===== src/rtl/icap_pkg.sv =====
// Shared ICAP word constants, config register addresses and controller state encoding.
// Consumers may build with ICAP_READBACK_EN to enable the readback path.
package icap_pkg;

  localparam logic [31:0] ICAP_DUMMY_WORD   = 32'hFFFF_FFFF;
  localparam logic [31:0] ICAP_SYNC_WORD    = 32'hAA99_5566;
  localparam logic [31:0] ICAP_NO_OP        = 32'h2000_0000;
  localparam logic [31:0] ICAP_T1_WR_BASE   = 32'h3000_0001;
  localparam logic [31:0] ICAP_T1_RD_BASE   = 32'h2800_0001;
  localparam logic [31:0] ICAP_DESYNC_CMD   = 32'h3000_8001;
  localparam logic [31:0] ICAP_DESYNC_VAL   = 32'h0000_000D;
  localparam logic [31:0] ICAP_IPROG        = 32'h0000_000F;

  localparam logic [4:0]  ICAP_REG_CMD      = 5'h04;
  localparam logic [4:0]  ICAP_REG_STAT     = 5'h07;
  localparam logic [4:0]  ICAP_REG_WBSTAR   = 5'h10;

  typedef enum logic [4:0] {
    ST_IDLE, ST_DUMMY, ST_SYNC, ST_NOOP, ST_HDR, ST_DATA, ST_WR_NOOP,
    ST_RD_NOOP1, ST_RD_NOOP2, ST_RD_TURN, ST_RD_WAIT, ST_RD_CAP, ST_RD_BACK,
    ST_RD_REJ, ST_DS_CMD, ST_DS_VAL, ST_DS_NOOP1, ST_DS_NOOP2, ST_FINISH,
    ST_HALT, ST_HALTED
  } icapState_e;

  // Type-1 single-word packet header; register address sits at bits [17:13].
  function automatic logic [31:0] icapHeader(input logic wr, input logic [4:0] addr);
    return (wr ? ICAP_T1_WR_BASE : ICAP_T1_RD_BASE) | {14'b0, addr, 13'b0};
  endfunction

endpackage


===== src/rtl/icap_bitswap.sv =====
// ICAPE2 expects each byte bit-reversed; this reverses bits within every byte.
module icap_bitswap (
  input  logic [31:0] i_data,
  output logic [31:0] o_data
);

  always_comb begin
    o_data = '0;
    for (int b = 0; b < 4; b++) begin
      for (int i = 0; i < 8; i++) begin
        o_data[8*b + i] = i_data[8*b + 7 - i];
      end
    end
  end

endmodule


===== src/rtl/icap_access_ctrl.sv =====
// Round-robin arbiter and word sequencer owning the ICAPE2 port.
// Build option: ICAP_READBACK_EN enables config-register reads; otherwise reads are rejected.
module icap_access_ctrl
  import icap_pkg::*;
#(
  parameter int N_REQ    = 3,
  parameter int READ_LAT = 3
) (
  input  logic                  clk,
  input  logic                  reset,
  input  logic [N_REQ-1:0]      i_req,
  input  logic [N_REQ-1:0]      i_req_wr,
  input  logic [5*N_REQ-1:0]    i_req_addr,
  input  logic [32*N_REQ-1:0]   i_req_wdata,
  output logic [N_REQ-1:0]      o_gnt,
  output logic [N_REQ-1:0]      o_done,
  output logic [31:0]           o_rdata,
  output logic                  o_err,
  output logic                  o_busy,
  output logic                  o_icap_csib,
  output logic                  o_icap_rdwrb,
  output logic [31:0]           o_icap_i,
  input  logic [31:0]           i_icap_o
);

  icapState_e        r_state, w_next;
  logic [2:0]        r_rr, r_owner, w_win, w_rrNext;
  logic [3:0]        w_idx;
  logic [7:0]        w_reqPad;
  logic              w_found, w_grant, w_finishing, w_reject, w_iprog;
  logic              r_wr, w_selWr;
  logic [4:0]        r_addr, w_selAddr;
  logic [31:0]       r_wdata, w_selWdata;
  logic [N_REQ-1:0]  r_gnt, r_done, w_gntVec, w_doneVec;
  logic              r_err, r_busy, r_csib, r_rdwrb, w_csib, w_rdwrb;
  logic [31:0]       r_rdata, r_word, w_word, w_icapOSwap;

  icap_bitswap u_swapIn  (.i_data(r_word),   .o_data(o_icap_i));
  icap_bitswap u_swapOut (.i_data(i_icap_o), .o_data(w_icapOSwap));

  assign w_reqPad = 8'(i_req);
  assign w_rrNext = (w_win == 3'(N_REQ - 1)) ? 3'd0 : w_win + 3'd1;
  assign w_iprog  = r_wr && (r_addr == ICAP_REG_CMD) && (r_wdata == ICAP_IPROG);

  // Search requesters starting at the round-robin pointer, wrapping at N_REQ.
  always_comb begin
    w_found = 1'b0;
    w_win   = '0;
    w_idx   = '0;
    for (int j = 0; j < N_REQ; j++) begin
      w_idx = {1'b0, r_rr} + 4'(j);
      if (w_idx >= 4'(N_REQ)) w_idx = w_idx - 4'(N_REQ);
      if (!w_found && w_reqPad[w_idx[2:0]]) begin
        w_found = 1'b1;
        w_win   = w_idx[2:0];
      end
    end
  end

  always_comb begin
    w_selWr    = 1'b0;
    w_selAddr  = '0;
    w_selWdata = '0;
    w_gntVec   = '0;
    w_doneVec  = '0;
    for (int k = 0; k < N_REQ; k++) begin
      if (3'(k) == w_win) begin
        w_selWr    = i_req_wr[k];
        w_selAddr  = i_req_addr[5*k +: 5];
        w_selWdata = i_req_wdata[32*k +: 32];
        w_gntVec[k] = 1'b1;
      end
      if (3'(k) == r_owner) w_doneVec[k] = 1'b1;
    end
  end

`ifdef ICAP_READBACK_EN
  logic [3:0] r_waitCnt;

  always_ff @(posedge clk) begin
    if (reset) begin
      r_waitCnt <= '0;
      r_rdata   <= '0;
    end else begin
      if (r_state == ST_RD_TURN)      r_waitCnt <= '0;
      else if (r_state == ST_RD_WAIT) r_waitCnt <= r_waitCnt + 4'd1;
      if (r_state == ST_RD_CAP)       r_rdata   <= w_icapOSwap;
    end
  end

  assign w_finishing = (r_state == ST_FINISH) || (r_state == ST_HALT);
  assign w_reject    = 1'b0;
`else
  logic w_unusedIcapO;
  assign w_unusedIcapO = ^w_icapOSwap;

  always_ff @(posedge clk) begin
    r_rdata <= '0;
  end

  assign w_finishing = (r_state == ST_FINISH) || (r_state == ST_HALT) || (r_state == ST_RD_REJ);
  assign w_reject    = (r_state == ST_RD_REJ);
`endif

  // ICAP pin values are computed from the current state and registered next edge.
  always_comb begin
    w_next  = r_state;
    w_word  = ICAP_DUMMY_WORD;
    w_csib  = 1'b1;
    w_rdwrb = 1'b0;
    w_grant = 1'b0;
    case (r_state)
      ST_IDLE: if (w_found) begin
        w_grant = 1'b1;
`ifdef ICAP_READBACK_EN
        w_next  = ST_DUMMY;
`else
        w_next  = w_selWr ? ST_DUMMY : ST_RD_REJ;
`endif
      end
      ST_DUMMY:    begin w_csib = 1'b0; w_next = ST_SYNC; end
      ST_SYNC:     begin w_csib = 1'b0; w_word = ICAP_SYNC_WORD; w_next = ST_NOOP; end
      ST_NOOP:     begin w_csib = 1'b0; w_word = ICAP_NO_OP; w_next = ST_HDR; end
      ST_HDR: begin
        w_csib = 1'b0;
        w_word = icapHeader(r_wr, r_addr);
`ifdef ICAP_READBACK_EN
        w_next = r_wr ? ST_DATA : ST_RD_NOOP1;
`else
        w_next = ST_DATA;
`endif
      end
      ST_DATA:     begin w_csib = 1'b0; w_word = r_wdata; w_next = ST_WR_NOOP; end
      ST_WR_NOOP:  begin w_csib = 1'b0; w_word = ICAP_NO_OP; w_next = w_iprog ? ST_HALT : ST_DS_CMD; end
`ifdef ICAP_READBACK_EN
      ST_RD_NOOP1: begin w_csib = 1'b0; w_word = ICAP_NO_OP; w_next = ST_RD_NOOP2; end
      ST_RD_NOOP2: begin w_csib = 1'b0; w_word = ICAP_NO_OP; w_next = ST_RD_TURN; end
      ST_RD_TURN:  begin w_rdwrb = 1'b1; w_next = ST_RD_WAIT; end
      ST_RD_WAIT: begin
        w_csib  = 1'b0;
        w_rdwrb = 1'b1;
        if (r_waitCnt == 4'(READ_LAT - 1)) w_next = ST_RD_CAP;
      end
      ST_RD_CAP:   begin w_rdwrb = 1'b1; w_next = ST_RD_BACK; end
      ST_RD_BACK:  w_next = ST_DS_CMD;
`else
      ST_RD_REJ:   w_next = ST_IDLE;
`endif
      ST_DS_CMD:   begin w_csib = 1'b0; w_word = ICAP_DESYNC_CMD; w_next = ST_DS_VAL; end
      ST_DS_VAL:   begin w_csib = 1'b0; w_word = ICAP_DESYNC_VAL; w_next = ST_DS_NOOP1; end
      ST_DS_NOOP1: begin w_csib = 1'b0; w_word = ICAP_NO_OP; w_next = ST_DS_NOOP2; end
      ST_DS_NOOP2: begin w_csib = 1'b0; w_word = ICAP_NO_OP; w_next = ST_FINISH; end
      ST_FINISH:   w_next = ST_IDLE;
      ST_HALT:     w_next = ST_HALTED;
      ST_HALTED:   w_next = ST_HALTED;
      default:     w_next = ST_IDLE;
    endcase
  end

  always_ff @(posedge clk) begin
    if (reset) begin
      r_state <= ST_IDLE;
      r_rr    <= '0;
      r_owner <= '0;
      r_wr    <= 1'b0;
      r_addr  <= '0;
      r_wdata <= '0;
      r_gnt   <= '0;
      r_done  <= '0;
      r_err   <= 1'b0;
      r_busy  <= 1'b0;
      r_csib  <= 1'b1;
      r_rdwrb <= 1'b0;
      r_word  <= ICAP_DUMMY_WORD;
    end else begin
      r_state <= w_next;
      r_csib  <= w_csib;
      r_rdwrb <= w_rdwrb;
      r_word  <= w_word;
      r_gnt   <= w_grant ? w_gntVec : '0;
      r_done  <= w_finishing ? w_doneVec : '0;
      r_err   <= w_reject;
      r_busy  <= (w_next != ST_IDLE) || w_finishing;
      if (w_grant) begin
        r_rr    <= w_rrNext;
        r_owner <= w_win;
        r_wr    <= w_selWr;
        r_addr  <= w_selAddr;
        r_wdata <= w_selWdata;
      end
    end
  end

  assign o_gnt        = r_gnt;
  assign o_done       = r_done;
  assign o_err        = r_err;
  assign o_busy       = r_busy;
  assign o_rdata      = r_rdata;
  assign o_icap_csib  = r_csib;
  assign o_icap_rdwrb = r_rdwrb;

endmodule


===== config.mk =====
export PLATFORM = sky130hd
export DESIGN_NAME = icap_access_ctrl
export DESIGN_NICKNAME = d
export VERILOG_FILES = /design/src/rtl/icap_pkg.sv /design/src/rtl/icap_bitswap.sv /design/src/rtl/icap_access_ctrl.sv
export SDC_FILE = /design/constraint.sdc
export NUM_CORES = 1
export LEC_CHECK = 0
export ABC_AREA = 0
export BUFFER_PORTS_ARGS = -buffer_cell sky130_fd_sc_hd__clkbuf_2
export CORE_ASPECT_RATIO = 1.5
export CORE_MARGIN = 2
export CORE_UTILIZATION = 30
export DETAILED_ROUTE_END_ITERATION = 6
export PLACE_DENSITY = 0.57
export SYNTH_ARGS = -nofsm -noshare
export SYNTH_HDL_FRONTEND = slang
export SYNTH_HIERARCHICAL = 1
export SYNTH_SLANG_ARGS = --single-unit

===== constraint.sdc =====
create_clock -name clk -period 3.4 [get_ports clk]
set_input_delay 0.68 -clock clk [delete_from_list [all_inputs] [get_ports clk]]
set_output_delay 0.68 -clock clk [all_outputs]
set_load 0.03 [all_outputs]

Word level (Yosys, flattened, before mapping)
Index checks and enable logic that the tools add are counted.
{"block": "classes", "n_bitwise": 3, "n_mul": 0, "div": 0, "reduce_logical": 18, "eq_ne": 21, "add_sub_neg": 6, "magnitude_cmp": 6, "n_mux": 40, "shifts": 0}
{"cell": "$pmux W32 S6", "count": 1}
{"cell": "$mux W32", "count": 3}
{"cell": "$pmux W5 S12", "count": 1}
{"cell": "$eq A32 B4 Y1 const B", "count": 1}
{"cell": "$or A30 B18 Y30", "count": 1}
{"cell": "$mux W29", "count": 1}
{"cell": "$eq A5 B5 Y1 const B", "count": 5}
{"cell": "$mux W5", "count": 5}
{"cell": "$mux W3", "count": 7}
{"cell": "$eq A5 B3 Y1 const B", "count": 4}
{"cell": "$mux W1", "count": 18}
{"cell": "$eq A5 B4 Y1 const B", "count": 3}
{"cell": "$lt A3 B4 Y1 const B", "count": 3}
{"cell": "$eq A5 B2 Y1 const B", "count": 2}
{"cell": "$reduce_or A10 Y1", "count": 1}
{"cell": "$bmux W1 S3", "count": 3}
{"cell": "$sub A3 B2 Y3 const B", "count": 3}
{"cell": "$ge A4 B2 Y1 const B", "count": 2}
{"cell": "$eq A1 B3 Y1 const A", "count": 2}
{"cell": "$eq A2 B3 Y1 const A", "count": 2}
{"cell": "$logic_not A3 Y1", "count": 2}
{"cell": "$reduce_or A2 Y1", "count": 3}
{"cell": "$eq A5 B1 Y1 const B", "count": 1}
{"cell": "$logic_not A5 Y1", "count": 1}
{"cell": "other kinds (12)", "count": 19}
{"block": "totals", "romBits": 0, "n_memories": 0, "latchBits": 0, "mem_bits_rw": 0, "output_inout_bits": 74, "ff_bits": 90}

Longest topological paths before layout
Gate-level depths: netlist (run 1).
{"block": "depth", "word_depth": 20, "mapped_depth": 13, "depth_no_buf": 10}

Cells and area by module
The synthesis (run 1) kept the hierarchy.
{"module": "icap_access_ctrl", "n_inst": 1, "cells_each": 598, "seq_area_each_um2": 1801.7, "area_per_inst_um2": 4992.3}
{"module": "icap_bitswap", "n_inst": 1, "cells_each": 32, "seq_area_each_um2": 0.0, "area_per_inst_um2": 240.2}

Worst setup path before layout (run 1)
Ideal clock, no wire load.
{"block": "synth_timing", "kind": "reg-to-reg", "start": "register r_rr[1]", "end": "register r_addr[1]", "path_slack_ps": 691, "stages_incl_launch_ff": 14, "period_less_slack_ps": 2709, "t_arrival_ps": 2639, "required_time_ps": 3330, "path_cell_list": "dfxtp_1 inv_1 ha_1 buf_2 nor4b_1 a211oi_1 a31oi_1 nor3b_1 o21bai_1 buf_4 buf_4 mux2i_1 a211o_1 a21oi_1"}
{"block": "synth_via", "elab_chain_cells": 15, "word_cells_on_any_way": 35, "classes_between": "add/sub: 5; order compare: 3; eq/ne: 2; mux: 20; reduce/logical: 5"}
{"element": "start, declared", "line_no": "icap_access_ctrl.sv:27", "text": "logic [2:0] r_rr, r_owner, w_win, w_rrNext;"}
{"element": "start signal, assigned", "line_no": "icap_access_ctrl.sv:185", "text": "r_rr <= w_rrNext;"}
{"element": "parallel branches: the longest is 15 deep, another holds $add A3 B1 Y4"}
{"element": "end signal, assigned", "line_no": "icap_access_ctrl.sv:188", "text": "r_addr <= w_selAddr;"}
{"element": "end, declared", "line_no": "icap_access_ctrl.sv:32", "text": "logic [4:0] r_addr, w_selAddr;"}
Parallel ways; which one is timed is not known. The select of a mux whose other input is x is not followed.
A chain may end at the register's enable or synchronous reset.

Worst setup path after layout (run 1)
{"block": "layout_timing", "start": "register r_rr[1]", "end": "register r_wdata[23]"}
{"block": "layout_via", "elab_chain_cells": 15, "word_cells_on_any_way": 35, "classes_between": "add/sub: 5; order compare: 3; eq/ne: 2; mux: 20; reduce/logical: 5"}
{"element": "parallel branches: the longest is 15 deep, another holds $add A3 B1 Y4"}
{"element": "end signal, assigned", "line_no": "icap_access_ctrl.sv:189", "text": "r_wdata <= w_selWdata;"}
{"element": "end, declared", "line_no": "icap_access_ctrl.sv:33", "text": "logic [31:0] r_wdata, w_selWdata;"}
Parallel ways; which one is timed is not known. The select of a mux whose other input is x is not followed.

==> out/qor.yml, run 1 <==
status:
  status: "completed"
power_and_ir_drop:
  pwr_density_cell_nw_per_um2: 1000
  p_sw_frac: 0.431
  p_switching_mw: 2.70
  leakage_nw: 2.94
  comb_power_share: 0.553
  power_mw: 6.26
  ir_drop_mv: 0.784
  p_int_mw: 3.56
  power_frac_seq: 0.252
  clkPwrFrac: 0.195
floorplanning:
  core.rowCount: 59
  initial_core_util: 0.304
  io_pins: 225
  die_h_um: 166
  coreArea_um2: 17200
  fp.dieW_um: 112
  fp.dieArea_um2: 18500
place:
  dp_hpwl_mm: 10.5
  gp_congestion: 0.820
  placed_area_um2: 5890
  pre_cts_ws_ns: 0.308
  port_buffers: 159
  dp_cells: 937
synthesis:
  yosysTopAreaCellShare: 0.344
  yosysSeqAreaShare: 0.344
  ys_types: 60
  ys_ff_latch: 90
  syn_area_per_cell_um2: 8.31
  yosys.area.top_type: "dfxtp_1"
  synthArstFlopShare: 0
  synthesis.area_um2: 5230
  synth_edf_count: 0
  synthFlopType: "dfxtp_1"
  synthCells: 630
  netlist_top_cells_area: "dfxtp_1 (34%), buf_4 (9.9%), mux2i_1 (8.4%)"
  ys_warn_count: 6
setup_path:
  critPathLaunchType: "flip-flop"
  end_kind: "flip-flop"
  cp.required_ns: 3.67
  crit_path_max_fanout: 75
  reg2reg_slack_ns: 0.31
  timing.setup.critical_path_class: "reg -> reg"
  arrival_ns: 3.35
clock_tree:
  cts_setup_buffers: 0
  ctsRootBufferMaster: "clkbuf_16"
  ctsHoldBuffers: 0
  h-tree-depth: 3
  clock_path_buffers: 2
  numCtsBuffers: 9
  ctsResizeCount: 0
  clock-sinks: 90
  clk_latency_ns: 0.34
  cts_tree: "done"
  path_clk_slew_ns: 0.06
sta:
  min_period_ns: 3.09
  fin_hold_ws_ns: 0.463
  fmax_ghz: 0.324
  finalSetupViolCount: 0
  final.setup.worst_slack_ns: 0.315
  worstMarginPinSlew_ns: 0.547
  slew_headroom: 0.635
  drv_slew: 0
  tns_ns: 0
  rsz0062_at_grt: "no"
  min_period_over_period: 0.907
  worst_clock_skew_ns: 0.00580
  hold_violations: 0
global_routing:
  grt_max_degree: 76
  antenna_found_initial: 0
  grt_pass1_vias: 4238
  grt.overflow.total: 0
  grtUsageTotal: 0.148
  grt_first_pass_wirelength_mm: 22.0
finish:
  fillCellCount: 1852
  fin_util: 0.364
  design_area_um2: 6260
  drive_above_1_share: 0.277
  nets: 893
  diodes: 0
  syn2layout_area_growth_pct: 19.6
  fin_cells: 953
  mostFrequentLayoutCells: "clkbuf_2 (159), dfxtp_1 (90), nand2_1 (81)"
  final_common_cell: "clkbuf_2"
detailed_routing:
  wirelength_mm: 13.8
  avgRoutedWirePerCell_um: 14.5
  post-route-drc-count: 0
  vias_per_cell: 4.70
  vias: 4481
  drt_iter0_drc: 216
  first_pass_iters: 4
  ant_nets: 0
hold_path:
  hp-class: "reg -> reg"
flow_run:
  maxCapViolCount: 0
==> state kept, by name, indices dropped and copies added, names as in the netlist <==
register	count
o_busy	1
r_addr	5
r_wdata	32
r_state	5
o_icap_csib	1
r_wr	1
r_rr	3
o_err	1
r_word	32
r_owner	3
o_gnt	3
o_done	3
==> final timing paths <==
kind                     from     endpoint  cells past startpoint
setup / recovery      r_rr[1]  r_wdata[23]                     12
hold / removal    r_wdata[11]   r_word[11]                      2
setup reg to reg      r_rr[1]  r_wdata[23]                     12
hold reg to reg   r_wdata[11]   r_word[11]                      2
==> cell usage after synthesis, types with 3 or more instances <==
master    instances
buf_6             3
nor2b_1           7
buf_2            16
buf_4            69
nor4_1            5
nand2_1          81
a21o_1           17
ha_1              7
inv_1             6
nor3b_1           5
mux2i_1          44
o21bai_1          5
a211o_1          39
nand2b_1          9
a21oi_1          57
nor2_1           59
clkbuf_1         24
o21ai_0          13
dfxtp_1          90
nand3b_1          3
o21a_1            4
nand3_1           4
nor4b_1           4
nor3_1            9
==> power groups by stage <==
stage                     combinational, mW  sequential [mW]  clock [mW]
after floorplan                        2.85             1.54           0
after global placement                 3.50             1.60           0
after detailed placement               3.52             1.60           0
after CTS                              3.53             1.58        1.25
after global routing                   3.83             1.62        1.29
final                                  3.47             1.58        1.22
==> routing by layer <==
layer	up-vias	part of all wire	GRT usage	wire, µm
li1	2306	-	-	-
met1	2034	0.40	0.168	5500
met2	124	0.53	0.275	7390
met3	17	0.046	0.0259	639
met4	0	0.023	0.0542	323
met5	-	0	0	0
==> area by class of cell <==
class | count | area, µm² | share of cell area
Clock inverter | 5 | 125 | 0.0200
Inverter | 6 | 22.5 | 0.00360
Clock buffer | 11 | 243 | 0.0388
Sequential cell | 90 | 1800 | 0.288
Tap cell | 213 | 267 | 0.0426
Timing Repair Buffer | 174 | 958 | 0.153
Multi-Input combinational cell | 454 | 2840 | 0.454
==> critical path, stage by stage (launching register included) <==
cell       delay (ns)
dfxtp_1          0.31
buf_4            0.16
ha_1             0.18
ha_1             0.30
and2_1           0.16
a211oi_1         0.41
nand2_1          0.10
a41oi_1          0.33
a2bb2oi_4        0.24
buf_12           0.29
nor2_1           0.07
a211o_1          0.30
a21oi_1          0.13
==> cell families after synthesis <==
kind of cell / synth area share
other: 0.000717
and+or+nand+nor: 0.186
buffers and inverters: 0.142
DFF: 0.344
adders and majority gates: 0.0167
AOI/OAI and AO/OA: 0.218
muxes: 0.0863
xor gates and xnor gates: 0.00502
Power figures use the tool's default switching activity.
==> run 2: changes to the inputs <==
Settings changed: CORE_ASPECT_RATIO 1.5 to not set, GPL_TIMING_DRIVEN set to 0, SYNTH_HIERARCHICAL 1 to not set.
==> run 2 against run 1 <==
  * Design area up 2.5%
  * Sequential power barely moved
  * Register-to-register slack got worse by 0.03 ns
  * Maximum frequency is 0.92% lower
  * Via count rose by 0.27%
  * Global-route usage increased by 2.2 points
  * Non-clock buffer count is 57 higher
  * Clock power fell by 18%
  * Combinational power rose by 14%
  * Clock-buffer cell count down 1
  * Critical path depth fell by 1
  * Critical path type unchanged
  * Critical endpoint is now r_wdata[0]
==> out/qor.yml, run 2 <==
clock_tree:
  clock-sinks: 90  # unchanged
  ctsHoldBuffers: 0  # unchanged
  clock_path_buffers: 2  # unchanged
  clk_latency_ns: 0.35  # was 0.34 ns
  numCtsBuffers: 9  # unchanged
  cts_tree: "done"  # unchanged
  path_clk_slew_ns: 0.06  # about the same
  h-tree-depth: 3  # unchanged
  ctsRootBufferMaster: "clkbuf_16"  # unchanged
sta:
  fin_hold_ws_ns: 0.461  # was 0.463 ns
  tns_ns: 0  # unchanged
  rsz0062_at_grt: "no"  # unchanged
  min_period_ns: 3.11  # was 3.09 ns
  slew_headroom: 0.139  # was 0.635
  finalSetupViolCount: 0  # unchanged
  final.setup.worst_slack_ns: 0.286  # was 0.315 ns
  drv_slew: 0  # unchanged
  worst_clock_skew_ns: 0.00881  # was 0.00580 ns
  fmax_ghz: 0.321  # was 0.324 GHz
  min_period_over_period: 0.916  # was 0.907
  hold_violations: 0  # unchanged
  worstMarginPinSlew_ns: 1.28  # was 0.547 ns
setup_path:
  startpoint: "r_rr[1]"  # unchanged
  endpoint: "r_wdata[0]"  # was r_wdata[23]
  r2r_cells: 11  # was 12
  timing.setup.critical_path_class: "reg -> reg"  # unchanged
  r2r-start: "r_rr[1]"  # unchanged
  reg2reg_slack_ns: 0.29  # was 0.31 ns
  arrival_ns: 3.35  # about the same
  critPathLaunchType: "flip-flop"  # unchanged
  rr_endpoint: "r_wdata[0]"  # was r_wdata[23]
  cp.required_ns: 3.64  # was 3.67 ns
  crit_path_max_fanout: 10  # was 75
  end_kind: "flip-flop"  # unchanged
finish:
  final_common_cell: "clkbuf_2"  # unchanged
  nets: 885  # was 893
  diodes: 0  # unchanged
  drive_above_1_share: 0.336  # was 0.277
  syn2layout_area_growth_pct: 30.7  # was 19.6%
  design_area_um2: 6410  # was 6260 µm²
  fillCellCount: 1650  # was 1,852
  mostFrequentLayoutCells: "clkbuf_2 (159), dfxtp_1 (89), nand2_1 (54)"  # was clkbuf_2 (159), dfxtp_1 (90), nand2_1 (81)
  top_regs: "r_wdata (32), r_word (32)"  # unchanged
flow_run:
  maxCapViolCount: 0  # unchanged
power_and_ir_drop:
  leakage_nw: 2.92  # was 2.94 nW
  power_mw: 6.50  # was 6.26 mW
  pwr_density_cell_nw_per_um2: 1010  # was 1000 nW/µm²
  ir_drop_mv: 0.343  # was 0.784 mV
global_routing:
  grtUsageTotal: 0.170  # was 0.148
  antenna_found_initial: 0  # unchanged
  grt.overflow.total: 0  # unchanged
  grt_max_degree: 17  # was 76
  grt_first_pass_wirelength_mm: 23.6  # was 22.0 mm
  grt_pass1_vias: 4563  # was 4,238
synthesis:
  yosys.area.top_type: "dfxtp_1"  # unchanged
  synth_common_cells: "dfxtp_1 (90), nand2_1 (54), mux2i_1 (39)"  # was dfxtp_1 (90), nand2_1 (81), buf_4 (69)
  synthSimpleGateAreaFrac: 0.185  # was 0.186
  yosysSeqAreaShare: 0.367  # was 0.344
  syn_area_per_cell_um2: 9.36  # was 8.31 µm²
  synth_fa_ha_area_frac: 0.0179  # was 0.0167
  synth_edf_count: 0  # unchanged
  synth.area.mux_share: 0.0910  # was 0.0863
  synthesis.area_um2: 4910  # was 5230 µm²
  synth-compound-area-share: 0.224  # was 0.218
  synth_xor_area_frac: 0.00536  # was 0.00502
  ys_warn_count: 0  # was 6
  synthFlopType: "dfxtp_1"  # unchanged
  ys_ff_latch: 90  # unchanged
  yosysMostFrequentCell: "dfxtp_1"  # unchanged
  synthCells: 524  # was 630
  ys_types: 73  # was 60
  netlist_top_cells_area: "dfxtp_1 (37%), mux2i_1 (8.0%), a32o_1 (7.5%)"  # was dfxtp_1 (34%), buf_4 (9.9%), mux2i_1 (8.4%)
  yosysTopAreaCellShare: 0.367  # was 0.344
  synthArstFlopShare: 0  # unchanged
  synth_top_family_by_area: "compound AO/OA/AOI/OAI gates"  # unchanged
floorplanning:
  fp.dieW_um: 132  # was 112 µm
  coreArea_um2: 15900  # was 17,200 µm²
  core.rowCount: 46  # was 59
  fp.dieArea_um2: 17400  # was 18,500 µm²
  die_h_um: 132  # was 166 µm
  io_pins: 225  # unchanged
  initial_core_util: 0.308  # was 0.304
place:
  placed_area_um2: 6090  # was 5890 µm²
  port_buffers: 159  # unchanged
  pre_cts_ws_ns: 0.0259  # was 0.308 ns
  dp_hpwl_mm: 11.8  # was 10.5 mm
  gp_congestion: 0.852  # was 0.820
detailed_routing:
  first_pass_iters: 4  # unchanged
  vias_per_cell: 4.74  # was 4.70
  ant_nets: 0  # unchanged
  avgRoutedWirePerCell_um: 15.7  # was 14.5 µm
  wirelength_mm: 14.9  # was 13.8 mm
  drt_iter0_drc: 211  # was 216
  vias: 4493  # was 4,481
  post-route-drc-count: 0  # unchanged
hold_path:
  hp-class: "reg -> reg"  # unchanged
status:
  status: "completed"  # unchanged
run 2: cell count changes after synthesis, sizes merged, moves of 26 or more:
cell and change:
a32o +37, nand2 -26, nor2 -43, a21oi -39, a211o -37, buf -37
or2 +35
run 2: kinds of logic after synthesis:
kind of cell | after synthesis
DFF | 90
buffers and inverters | 80
AOI/OAI and AO/OA | 130
other | 1
and+or+nand+nor | 170
xor gates and xnor gates | 3
adders and majority gates | 7
muxes | 43
run 2: cell type report:
cell class / count / area [µm²] / share of cell area
Inverter: 9 / 33.8 / 0.00527
Timing Repair Buffer: 160 / 803 / 0.125
Sequential cell: 90 / 1800 / 0.281
Clock inverter: 6 / 76.3 / 0.0119
Clock buffer: 10 / 229 / 0.0357
Tap cell: 216 / 270 / 0.0421
Buffer: 71 / 497 / 0.0775
Multi-Input combinational cell: 386 / 2700 / 0.421
run 2: repair_timing:
action	in CTS	in global routing
endpoints found under the setup margin	0	40
buffers inserted	0	1
resized for setup	0	2
run 2: worst min-delay path by stage:
stage,start,to,depth (start not counted)
after floorplan,r_owner[2],r_owner[2],1
after global placement,r_owner[2],r_owner[2],1
after detailed placement,r_owner[2],r_owner[2],1
after CTS,r_owner[2],r_owner[2],1
after global routing,r_wdata[19],r_word[19],1
final,r_owner[2],r_owner[2],1
run 2: stage by stage:
stage          utilization  instances
2_1_floorplan            -        556
3_3_place_gp         0.382        931
3_5_place_dp         0.382        931
4_1_cts              0.401        947
5_1_grt              0.402        948
6_report             0.402        948
run 2: report_power, final:
| part | internal, mW | total [mW] | switching, mW |
|---|---|---|---|
| sequential | 1.36 | 1.55 | 0.189 |
| combinational | 1.66 | 3.95 | 2.28 |
| clock | 0.580 | 1.00 | 0.425 |
run 2: routing by layer:
metal  track usage  up-vias  wire, µm
li1              -     2259         -
met1         0.210     2074      6630
met2         0.298      143      7270
met3        0.0396       17       802
met4        0.0435        0       163
met5             0        -         0
run 2: critical path, stage by stage, from the launching register on:
cell,delay (ns)
dfxtp_2,0.40
inv_1,0.10
ha_1,0.30
buf_2,0.19
nor3_1,0.24
o21ai_1,0.16
a31oi_2,0.25
mux2_2,0.41
a21oi_4,0.22
clkbuf_1,0.40
nand2_1,0.10
a32o_1,0.25
==> run 3: changes to the inputs <==
Settings changed: SYNTH_HIERARCHICAL set to 1.
==> run 3 against run 2 <==
  * Cell count is 12% higher
  * Highest routed layer unchanged
  * Setup slack worse by 0.13 ns
  * Clock skew is 0.0029 ns lower
==> out/qor.yml, run 3 (synthesized netlist as in run 1, its figures left out) <==
sta:
  worst_clock_skew_ns: 0.00593  # was 0.00881 ns
  worstMarginPinSlew_ns: 0.601  # was 1.28 ns
  drv_slew: 0  # unchanged
  finalSetupViolCount: 0  # unchanged
  min_period_over_period: 0.955  # was 0.916
  tns_ns: 0  # unchanged
  rsz0062_at_grt: "no"  # unchanged
  slew_headroom: 0.600  # was 0.139
  hold_violations: 0  # unchanged
  fmax_ghz: 0.308  # was 0.321 GHz
  min_period_ns: 3.25  # was 3.11 ns
place:
  gp_congestion: 0.846  # was 0.852
  dp_cells: 1045  # was 931
  dp_hpwl_mm: 12.3  # was 11.8 mm
  port_buffers: 158  # was 159
detailed_routing:
  wirelength_mm: 15.5  # was 14.9 mm
  avgRoutedWirePerCell_um: 14.6  # was 15.7 µm
  drt_iter0_drc: 421  # was 211
  first_pass_iters: 5  # was 4
  vias_per_cell: 4.60  # was 4.74
  ant_nets: 0  # unchanged
  vias: 4895  # was 4,493
  post-route-drc-count: 0  # unchanged
floorplanning:
  fp.dieW_um: 136  # was 132 µm
  core.rowCount: 48  # was 46
  io_pins: 225  # unchanged
  fp.dieArea_um2: 18500  # was 17,400 µm²
  die_h_um: 136  # was 132 µm
  coreArea_um2: 17200  # was 15,900 µm²
  initial_core_util: 0.305  # was 0.308
setup_path:
  critPathLaunchType: "flip-flop"  # unchanged
  end_kind: "flip-flop"  # unchanged
  arrival_ns: 3.48  # was 3.35 ns
  cpLargestDelayFamily: "buffers and inverters"  # was compound AO/OA/AOI/OAI gates
  max_stage_delay_ns: 0.48  # was 0.41 ns
  path_cells: "inv_1 -> ha_1 -> buf_2 -> and4b_1 -> a41oi_2 -> a31oi_4 -> a311oi_2 -> a21o_1 -> buf_2 -> clkbuf_1 -> or2_2 -> nor2_1"  # was inv_1 -> ha_1 -> buf_2 -> nor3_1 -> o21ai_1 -> a31oi_2 -> mux2_2 -> a21oi_4 -> clkbuf_1 -> nand2_1 -> a32o_1
  crit_path_max_fanout: 10  # unchanged
  timing.setup.critical_path_class: "reg -> reg"  # unchanged
  worst-path-buf-inv: 4  # was 3
  path_common_cell: "buf_2"
  cp.required_ns: 3.63  # was 3.64 ns
  slowest_stage: "clkbuf_1"  # was mux2_2
global_routing:
  grtUsageTotal: 0.164  # was 0.170
  grt.overflow.total: 0  # unchanged
  grt_max_degree: 17  # unchanged
  grt_pass1_vias: 4518  # was 4,563
  antenna_found_initial: 0  # unchanged
  grt_first_pass_wirelength_mm: 23.4  # was 23.6 mm
finish:
  syn2layout_area_growth_pct: 29.0  # was 30.7%
  top_regs: "r_wdata (32), r_word (32)"  # unchanged
  nets: 991  # was 885
  diodes: 0  # unchanged
  fin_cells: 1063  # was 948
  final_common_cell: "clkbuf_2"  # unchanged
  mostFrequentLayoutCells: "clkbuf_2 (159), dfxtp_1 (89), nand2_1 (81)"  # was clkbuf_2 (159), dfxtp_1 (89), nand2_1 (54)
  drive_above_1_share: 0.334  # was 0.336
hold_path:
  hp-class: "reg -> reg"  # unchanged
power_and_ir_drop:
  ir_drop_mv: 0.415  # was 0.343 mV
  power_mw: 6.51  # was 6.50 mW
  pwr_density_cell_nw_per_um2: 964  # was 1010 nW/µm²
  leakage_nw: 3.26  # was 2.92 nW
flow_run:
  maxCapViolCount: 0  # unchanged
clock_tree:
  numCtsBuffers: 9  # unchanged
  ctsRootBufferMaster: "clkbuf_16"  # unchanged
  path_clk_slew_ns: 0.07  # was 0.06 ns
  clock_path_buffers: 2  # unchanged
  ctsHoldBuffers: 0  # unchanged
  h-tree-depth: 3  # unchanged
  cts_tree: "done"  # unchanged
  clock-sinks: 90  # unchanged
  clk_latency_ns: 0.34  # was 0.35 ns
status:
  status: "completed"  # unchanged
==> run 3: changes by cell type in the layout (fill, tap and decap cells not counted), moves of 6 or more <==
cell     before  now
o21ai_0       6   13
buf_2         7   15
a21o_1       23   17
nand2_1      54   81
a32o_1       37    0
a221o_1       7    0
or2_1         9    2
a21oi_1      15   57
nor2_1       16   59
or2_0        28    1
a211o_1       2   39
buf_4        38   71
==> run 3: timing repair <==
| action | 4_1_cts | 5_1_grt |
|---|---|---|
| pin swaps | 0 | 1 |
| resized for setup | 1 | 4 |
| buffers inserted | 0 | 2 |
| setup endpoints to repair | 22 | 36 |
==> run 3: metal layers <==
metal / vias to the layer above / GRT usage / share of wire
li1: 2506 / - / -
met1: 2186 / 0.225 / 0.47
met2: 177 / 0.262 / 0.45
met3: 26 / 0.0194 / 0.054
met4: 0 / 0.0648 / 0.027
met5: - / 0 / 0
==> run 3: power by group <==
group	switching [mW]	internal [mW]
clock network	0.445	0.577
registers	0.189	1.36
logic	2.37	1.57
==> run 3: per-stage QoR <==
stage	utilization	hold WS (ns)	setup WS, ns	area [µm²]
detailed placement	0.374	0.453	-0.0149	6420
global route	0.393	0.484	0.0101	6750
finish	0.393	0.462	0.154	6750
floorplan	-	0.433	0.691	5350
global placement	0.374	0.453	-0.0200	6420
CTS	0.392	0.461	0.109	6730
==> run 3: worst paths after layout <==
path | slack [ns] | from | cells after the start | end
worst max-delay path | 0.15 | r_rr[1] | 12 | o_gnt[2]
worst min-delay path | 0.46 | r_wdata[11] | 2 | r_word[11]
worst max register to register | 0.15 | r_rr[1] | 12 | o_gnt[2]
worst min register to register | 0.46 | r_wdata[11] | 2 | r_word[11]
==> run 3: area by class of cell <==
cell class | instances | area, µm²
well taps | 225 | 282
inverters | 6 | 22.5
plain buffers | 112 | 726
multi-input cells | 454 | 2810
flip-flops and latches | 90 | 1800
fillers | 1852 | 10400
clock inverters | 7 | 75.1
clock buffers | 9 | 225
repair buffers | 160 | 806
==> run 3: worst reg2reg max path, delay by kind of cell (launching register included) <==
| family | cells | cell delay [ns] |
|---|---|---|
| AOI/OAI and AO/OA | 4 | 0.84 |
| and+or+nand+nor | 3 | 0.50 |
| DFF | 1 | 0.45 |
| buffers and inverters | 4 | 1.03 |
| adders and majority gates | 1 | 0.33 |
